### src/rtl/programmable_clock_divider.sv
// Multi-channel programmable divider: per-channel square wave and last-cycle tick, outputs registered (1-cycle state-to-output).
// Divisor loads use valid/ready; a channel stalls further loads until its shadow divisor is applied at a period boundary.
module programmable_clock_divider #(
    parameter int WIDTH       = 28,
    parameter int NUM_CH      = 2,
    parameter int DEFAULT_DIV = 4,
    parameter int CH_W        = (NUM_CH > 1) ? $clog2(NUM_CH) : 1
) (
    input  logic              clock_in,
    input  logic              reset,
    input  logic              enable,
    input  logic              restart,
    input  logic              load_valid,
    input  logic [CH_W-1:0]   load_ch,
    input  logic [WIDTH-1:0]  load_div,
    output logic              load_ready,
    output logic [NUM_CH-1:0] clock_out,
    output logic [NUM_CH-1:0] tick_out
);

    logic [WIDTH-1:0]  cnt       [NUM_CH];
    logic [WIDTH-1:0]  div_act   [NUM_CH];
    logic [WIDTH-1:0]  div_shd   [NUM_CH];
    logic [NUM_CH-1:0] pending;

    logic [WIDTH-1:0]  cnt_n     [NUM_CH];
    logic [WIDTH-1:0]  div_act_n [NUM_CH];
    logic [WIDTH-1:0]  div_shd_n [NUM_CH];
    logic [NUM_CH-1:0] pending_n;
    logic [NUM_CH-1:0] clock_n;
    logic [NUM_CH-1:0] tick_n;
    logic [WIDTH-1:0]  div_clamp;

    // An out-of-range channel never matches any index, so it is never ready.
    always_comb begin
        load_ready = 1'b0;
        for (int i = 0; i < NUM_CH; i++) begin
            if (load_ch == CH_W'(i) && !pending[i]) begin
                load_ready = 1'b1;
            end
        end
    end

    assign div_clamp = (load_div < WIDTH'(2)) ? WIDTH'(2) : load_div;

    always_comb begin
        clock_n   = '0;
        tick_n    = '0;
        pending_n = pending;
        for (int i = 0; i < NUM_CH; i++) begin
            cnt_n[i]     = cnt[i];
            div_act_n[i] = div_act[i];
            div_shd_n[i] = div_shd[i];
            if (restart) begin
                cnt_n[i] = '0;
                if (pending[i]) begin
                    div_act_n[i] = div_shd[i];
                    pending_n[i] = 1'b0;
                end
            end else if (enable) begin
                if (cnt[i] == div_act[i] - WIDTH'(1)) begin
                    cnt_n[i] = '0;
                    if (pending[i]) begin
                        div_act_n[i] = div_shd[i];
                        pending_n[i] = 1'b0;
                    end
                end else begin
                    cnt_n[i] = cnt[i] + WIDTH'(1);
                end
            end
            // Accept only happens with pending low, so a same-cycle wrap or restart never applies it.
            if (load_valid && load_ready && load_ch == CH_W'(i)) begin
                div_shd_n[i] = div_clamp;
                pending_n[i] = 1'b1;
            end
            clock_n[i] = (cnt_n[i] >= (div_act_n[i] >> 1));
            tick_n[i]  = (cnt_n[i] == div_act_n[i] - WIDTH'(1));
        end
    end

    always_ff @(posedge clock_in or posedge reset) begin
        if (reset) begin
            for (int i = 0; i < NUM_CH; i++) begin
                cnt[i]     <= '0;
                div_act[i] <= WIDTH'(DEFAULT_DIV);
                div_shd[i] <= WIDTH'(DEFAULT_DIV);
            end
            pending   <= '0;
            clock_out <= '0;
            tick_out  <= '0;
        end else begin
            for (int i = 0; i < NUM_CH; i++) begin
                cnt[i]     <= cnt_n[i];
                div_act[i] <= div_act_n[i];
                div_shd[i] <= div_shd_n[i];
            end
            pending   <= pending_n;
            clock_out <= clock_n;
            tick_out  <= tick_n;
        end
    end

endmodule

### config.mk
export PLATFORM = sky130hd
export DESIGN_NAME = programmable_clock_divider
export DESIGN_NICKNAME = d
export VERILOG_FILES = /design/src/rtl/programmable_clock_divider.sv
export SDC_FILE = /design/constraint.sdc
export NUM_CORES = 1
export LEC_CHECK = 0
export ABC_AREA = 1
export CAP_MARGIN = 10
export CELL_PAD_IN_SITES_DETAIL_PLACEMENT = 0
export CELL_PAD_IN_SITES_GLOBAL_PLACEMENT = 1
export CORE_UTILIZATION = 49
export DETAILED_ROUTE_END_ITERATION = 6
export GPL_TIMING_DRIVEN = 1
export PLACE_DENSITY_LB_ADDON = 0.1
export SYNTH_ARGS = -nofsm -noshare
export SYNTH_HDL_FRONTEND = slang
export SYNTH_SLANG_ARGS = --single-unit
### constraint.sdc
create_clock -name clock_in -period 9 [get_ports clock_in]
set_clock_uncertainty 0.2 [all_clocks]
set_input_delay 1.8 -clock clock_in [delete_from_list [all_inputs] [get_ports clock_in]]
set_output_delay 1.8 -clock clock_in [all_outputs]
set_load 0.005 [all_outputs]
# == Word-level counts from Yosys, hierarchy flattened ==
# Cells that the tools add are included.
# totals
reg_bits,174
latchBits,0
ram_bits,0
romBits,0
elab_cells,62
memories,0
# op_classes
addsub,6
multipliers,0
n_div,0
order_cmp,3
n_eq_ne,4
shift,0
n_mux,25
bitwise,1
reduce_logical,13
# ops
op,n
$mux 28,15
$eq 28x28->1,4
$sub 28x1->28 const B,4
$add 28x1->28 const B,2
$ge 28x27->1,2
$lt 28x2->1 const B,1
$reduce_bool 3->1,4
$mux 1,10
$logic_and 1x1->1,5
$reduce_and 2->1,2
$logic_not 1->1,2
$not 1->1,1

# == Depth between registers and ports, before layout ==
# logic_depth
word_depth,8
depth_mapped,49
depth_no_buf,48

# == Worst setup path before layout ==
# No wires, ideal clock.
# synth_path
path_kind,input to register
from,input port enable
to,register clock_out[1]
setup_time_ps,121
arrival_ps,4802
slack_ps,3877
stages,40
path_buffers,1
cell_sequence,o21ai_0 > nor2_1 > nand2_1 > nor2_1 > nand2_1 > nor2_1 > nand2_1 > nor2_1 > nand3_2 > nand2_4 > buf_6 > clkinv_1 > nand2_1 > inv_1 > ha_1 > a21boi_0 > o21a_1 > o21a_1 > [4 not listed] > nand2_1 > nand2_1 > nand2_1 > nand2_1 > nand2_1 > nand2_1 > nand2_1 > nand2_1 > nand2_1 > nand2_1 > nand2_1 > nand2_1 > nand2_1 > nand2_1 > nand2_1 > nand2_1 > a21oi_1 > nand2_1
# synth_lines
element,line,text
"start, declared",11,"input logic enable,"
"end signal, assigned",98,clock_out <= clock_n;
"end, declared",17,"output logic [NUM_CH-1:0] clock_out,"

==> impl_results.html <==
<table>
<tr><th>Metric</th><th>Value</th></tr>
<tr><th colspan="2">Clock network</th></tr>
<tr><td>Post-CTS Setup Inserts</td><td>0</td></tr>
<tr><td>Number of buffers added by the clock tree synthesis step</td><td>17</td></tr>
<tr><td>Hold-fix buffers, CTS</td><td>0</td></tr>
<tr><td>Number of H-tree levels</td><td>4</td></tr>
<tr><td>Clock tree from TritonCTS</td><td>done</td></tr>
<tr><td>Num Clock Sinks</td><td>approximately 170</td></tr>
<tr><td>Clock-pin slew on the worst setup and hold paths</td><td>0.07 ns</td></tr>
<tr><td>Post-CTS resize count</td><td>0</td></tr>
<tr><td>Deepest clock path buffer count</td><td>2</td></tr>
<tr><td>Worst-skew pair later-pin latency</td><td>0.44 ns</td></tr>
<tr><td>Root buffer cell</td><td>sky130_fd_sc_hd__clkbuf_16</td></tr>
<tr><th colspan="2">Place</th></tr>
<tr><td>Input/output buffers</td><td>38</td></tr>
<tr><td>Post-placement cell count</td><td>approximately 2.6k</td></tr>
<tr><td>Detailed-placement wirelength estimate</td><td>33900 µm</td></tr>
<tr><td>Last weighted congestion value of the routability-driven placer</td><td>0.946</td></tr>
<tr><th colspan="2">Setup path</th></tr>
<tr><td>Worst r2r dst</td><td>clock_out[1]</td></tr>
<tr><td>Number of gates on the worst path with buffers counted</td><td>43</td></tr>
<tr><td>Source of the critical timing path</td><td>enable</td></tr>
<tr><td>Type of destination of the critical path</td><td>register</td></tr>
<tr><td>Critical path's slowest cell</td><td>sky130_fd_sc_hd__nand2_4</td></tr>
<tr><td>Number of cells on the worst reg-to-reg path</td><td>43</td></tr>
<tr><td>Maximum cell stage delay along the critical path</td><td>0.51 ns</td></tr>
<tr><td>Cell family with most CP delay</td><td>simple AND/OR/NAND/NOR gates</td></tr>
<tr><td>Startpoint type of the worst setup path</td><td>input port</td></tr>
<tr><td>Worst setup path end</td><td>clock_out[1]</td></tr>
<tr><td>Critical path data required time</td><td>between 9 and 10 ns</td></tr>
<tr><td>Buf+Inv Stages, Crit Path</td><td>4</td></tr>
<tr><td>Largest fanout on the critical path</td><td>between 50 and 60</td></tr>
<tr><td>Worst setup path category</td><td>input port to register</td></tr>
<tr><td>Worst-case register-to-register setup slack</td><td>3.06 ns</td></tr>
<tr><td>Startpoint of the worst-slack reg-to-reg timing path</td><td>div_act[0]</td></tr>
<tr><td>CP dominant cell by count</td><td>sky130_fd_sc_hd__nand2_1</td></tr>
<tr><td>Data arrival time at the worst-slack endpoint</td><td>around 6.8 ns</td></tr>
<tr><th colspan="2">Synth</th></tr>
<tr><td>Number of flops mapped to enable cells by yosys</td><td>0</td></tr>
<tr><td>Sequential fraction of the synthesis area</td><td>just over 30%</td></tr>
<tr><td>Proportion of synthesized flip-flops having asynchronous set or reset</td><td>100%</td></tr>
<tr><td>Area of the mapped netlist</td><td>about 14000 µm²</td></tr>
<tr><td>Leading register cell type out of synthesis</td><td>sky130_fd_sc_hd__dfrtp_1</td></tr>
<tr><td>Post-synth cell types</td><td>47</td></tr>
<tr><td>Post-synthesis register bit count</td><td>174</td></tr>
<tr><td>Yosys top cell area share</td><td>between 20 and 30%</td></tr>
<tr><td>Post-synthesis average cell area</td><td>6.61 µm²</td></tr>
<tr><td>Post-synthesis cell count</td><td>2183</td></tr>
<tr><td>Cell taking the most area after synthesis</td><td>sky130_fd_sc_hd__dfrtp_1</td></tr>
<tr><td>Leading cell types by total area after synthesis</td><td>sky130_fd_sc_hd__dfrtp_1 29%, sky130_fd_sc_hd__nand2_1 19%, sky130_fd_sc_hd__inv_1 8.3%</td></tr>
<tr><td>Warnings from Yosys</td><td>0</td></tr>
<tr><td>Nets in the synthesized netlist</td><td>2277</td></tr>
<tr><th colspan="2">Die</th></tr>
<tr><td>Initial core utilization</td><td>between 50 and 60%</td></tr>
<tr><td>Count of boundary I/O pins</td><td>39</td></tr>
<tr><td>Core Region</td><td>about 29000 µm²</td></tr>
<tr><td>Std-Cell Rows</td><td>62</td></tr>
<tr><td>Width of the die</td><td>174 µm</td></tr>
<tr><td>Die Height</td><td>174 µm</td></tr>
<tr><td>Overall die area</td><td>about 30000 µm²</td></tr>
<tr><th colspan="2">Timing</th></tr>
<tr><td>Unrepaired setup endpoints after global routing</td><td>no</td></tr>
<tr><td>Final TNS setup</td><td>0 ns</td></tr>
<tr><td>Worst Hold Slack</td><td>0.272 ns</td></tr>
<tr><td>F_max</td><td>0.151 GHz</td></tr>
<tr><td>Max-slew violation count</td><td>0</td></tr>
<tr><td>Worst slew margin relative to its limit</td><td>approximately a third</td></tr>
<tr><td>Final setup violation count</td><td>0</td></tr>
<tr><td>Share of the clock period used by the worst path</td><td>about three quarters</td></tr>
<tr><td>Period minus WS final</td><td>between 6 and 7 ns</td></tr>
<tr><td>Actual slew at the worst max-slew pin</td><td>0.992 ns</td></tr>
<tr><td>Hold Fails Final Rpt</td><td>0</td></tr>
<tr><th colspan="2">Routing</th></tr>
<tr><td>Number of antenna-violating nets in the routed design</td><td>0</td></tr>
<tr><td>Initial DRC Count</td><td>740</td></tr>
<tr><td>Total via count in the routed design</td><td>approximately 13k</td></tr>
<tr><td>Highest layer used for signal routing</td><td>met4</td></tr>
<tr><td>Vias/cell</td><td>5.12</td></tr>
<tr><td>Routed wirelength normalized by instance count</td><td>16.1 µm</td></tr>
<tr><td>Wire length on met1</td><td>18500 µm</td></tr>
<tr><td>Aggregate routed wire length</td><td>42000 µm</td></tr>
<tr><td>Met2 wire length</td><td>21000 µm</td></tr>
<tr><td>Initial DRT Pass Iterations</td><td>5</td></tr>
<tr><td>Remaining design rule violation count</td><td>0</td></tr>
<tr><td>Routed met3 length</td><td>890 µm</td></tr>
<tr><th colspan="2">Hold path</th></tr>
<tr><td>Worst hold stages</td><td>2</td></tr>
<tr><td>Type of the tightest min-delay check</td><td>register to register</td></tr>
<tr><td>Beginning of the worst hold path</td><td>div_shd[43]</td></tr>
<tr><th colspan="2">Job</th></tr>
<tr><td>Max-cap viol count</td><td>0</td></tr>
<tr><th colspan="2">Power</th></tr>
<tr><td>Pwr Density</td><td>192 nW/µm²</td></tr>
<tr><td>Total power after layout</td><td>3.02 mW</td></tr>
<tr><td>Worst VDD drop</td><td>about 0.13 mV</td></tr>
<tr><td>Static leakage</td><td>7.95 nW</td></tr>
<tr><th colspan="2">Run status</th></tr>
<tr><td>Result of the run</td><td>finished clean</td></tr>
<tr><th colspan="2">Cells and area</th></tr>
<tr><td>Synth-to-Final Area Change</td><td>8.78%</td></tr>
<tr><td>Post-Layout Cell Count</td><td>about 2.6k</td></tr>
<tr><td>Number of antenna cells inserted</td><td>0</td></tr>
<tr><td>Proportion of layout cells with a drive suffix above 1</td><td>6.53%</td></tr>
<tr><td>Total number of nets in the final design</td><td>2301</td></tr>
<tr><th colspan="2">GRT</th></tr>
<tr><td>Total global routing track utilization</td><td>28.7%</td></tr>
<tr><td>Largest net degree at the start of global routing</td><td>100</td></tr>
<tr><td>First-pass GRT wire length</td><td>67700 µm</td></tr>
<tr><td>Antenna violations before repair</td><td>0</td></tr>
<tr><td>Leftover overflow at the end of global routing</td><td>0</td></tr>
<tr><td>Number of global-route vias before repair</td><td>about 13k</td></tr>
</table>
-- layer usage --
metal  vias up  global-route usage [%]
met5         -                       0
met4         0                    12.5
met3        79                    2.54
met2       222                    52.0
met1      6168                    34.7
li1       6860                       -
-- sequential cells by signal, summed over array words and instances, names as in the netlist --
register,count
tick_out,2
cnt,56
div_shd,56
pending,2
clock_out,2
div_act,56
-- power by group --
group | leakage (nW) | total [mW] | internal, mW | switching (mW)
combinational | 5.46 | 1.21 | 0.403 | 0.808
sequential | 2.20 | 1.05 | 0.912 | 0.140
clock | 0.292 | 0.758 | 0.427 | 0.331
-- kinds of logic after synthesis --
family,count (synthesis),share of synthesized area (%)
flip-flops,174,30.2
adder cells (fa/ha/maj),60,5.20
AND/OR/NAND/NOR,1333,41.0
buffers and inverters,372,10.3
XOR/XNOR,121,8.31
AO/OA/AOI/OAI,123,4.98
-- per-stage QoR --
stage / util [%] / instance area, µm² / worst slack [ns]
final: 54.4 / 15700 / 2.37
after global routing: 54.4 / 15700 / 1.72
after CTS: 54.4 / 15700 / 2.33
after detailed placement: 52.4 / 15100 / 1.88
after global placement: 52.4 / 15100 / 1.94
after floorplan: - / 14400 / 2.29
-- Yosys cell counts (5+ instances only) --
cell type,count
sky130_fd_sc_hd__nand2_1,723
sky130_fd_sc_hd__inv_1,321
sky130_fd_sc_hd__nor2_1,243
sky130_fd_sc_hd__dfrtp_1,170
sky130_fd_sc_hd__nand3_1,151
sky130_fd_sc_hd__o21ai_0,73
sky130_fd_sc_hd__xor2_1,67
sky130_fd_sc_hd__ha_1,60
sky130_fd_sc_hd__xnor2_1,44
sky130_fd_sc_hd__nand3b_1,39
sky130_fd_sc_hd__nand4_1,37
sky130_fd_sc_hd__nor3_1,31
sky130_fd_sc_hd__nor2_2,27
sky130_fd_sc_hd__nand2_2,26
sky130_fd_sc_hd__a21oi_1,16
sky130_fd_sc_hd__clkbuf_1,15
sky130_fd_sc_hd__nor4_1,14
sky130_fd_sc_hd__nor2_4,13
sky130_fd_sc_hd__buf_2,11
sky130_fd_sc_hd__buf_6,10
sky130_fd_sc_hd__nand3_2,10
sky130_fd_sc_hd__o21ai_1,10
sky130_fd_sc_hd__xnor3_1,8
sky130_fd_sc_hd__clkinv_1,7
sky130_fd_sc_hd__o21ai_2,5
-- area by class of cell --
class                      instances  area, µm²
clock inverter                    11        131
sequential                       174       4360
multi-input combinational       1637       8590
inverter                         332       1250
tap                              384        480
timing repair buffer              45        433
fill                            2940      13200
clock buffer                      21        460
-- worst min-delay path by stage --
stage | end | slack [ns]
2_1_floorplan | div_shd[39] | 0.23
5_1_grt | div_shd[3] | 0.29
3_5_place_dp | div_shd[43] | 0.26
4_1_cts | div_shd[43] | 0.27
6_report | div_shd[43] | 0.27
3_3_place_gp | div_shd[43] | 0.25
-- placed cells by master (no fill, tap or decap), drive strengths merged, types with 4 or more instances in the layout --
| cell | netlist | layout |
|---|---|---|
| clkbuf | 16 | 21 |
| nand3 | 161 | 161 |
| dfstp | 4 | 4 |
| o21ai | 92 | 92 |
| clkinv | 7 | 14 |
| dfrtp | 170 | 170 |
| clkdlybuf4s50 | 0 | 38 |
| xor2 | 67 | 67 |
| nor3 | 34 | 34 |
| and2 | 4 | 4 |
| nand3b | 39 | 39 |
| xnor3 | 8 | 8 |
| xnor2 | 44 | 44 |
| nor2 | 285 | 285 |
| buf | 24 | 7 |
| ha | 60 | 60 |
| inv | 325 | 327 |
| nor4 | 14 | 14 |
| nand4 | 37 | 37 |
| a21oi | 16 | 16 |
| nand2 | 753 | 753 |
-- worst register-to-register path, delay by kind of cell (launching register included) --
family | cells | cell delay, ns
xor gates and xnor gates | 1 | 0.14
AOI/OAI and AO/OA | 5 | 0.65
buffers and inverters | 4 | 0.37
DFF | 1 | 0.41
adders and majority gates | 2 | 0.51
and+or+nand+nor | 31 | 3.51
(Power assumes the default switching activity.)
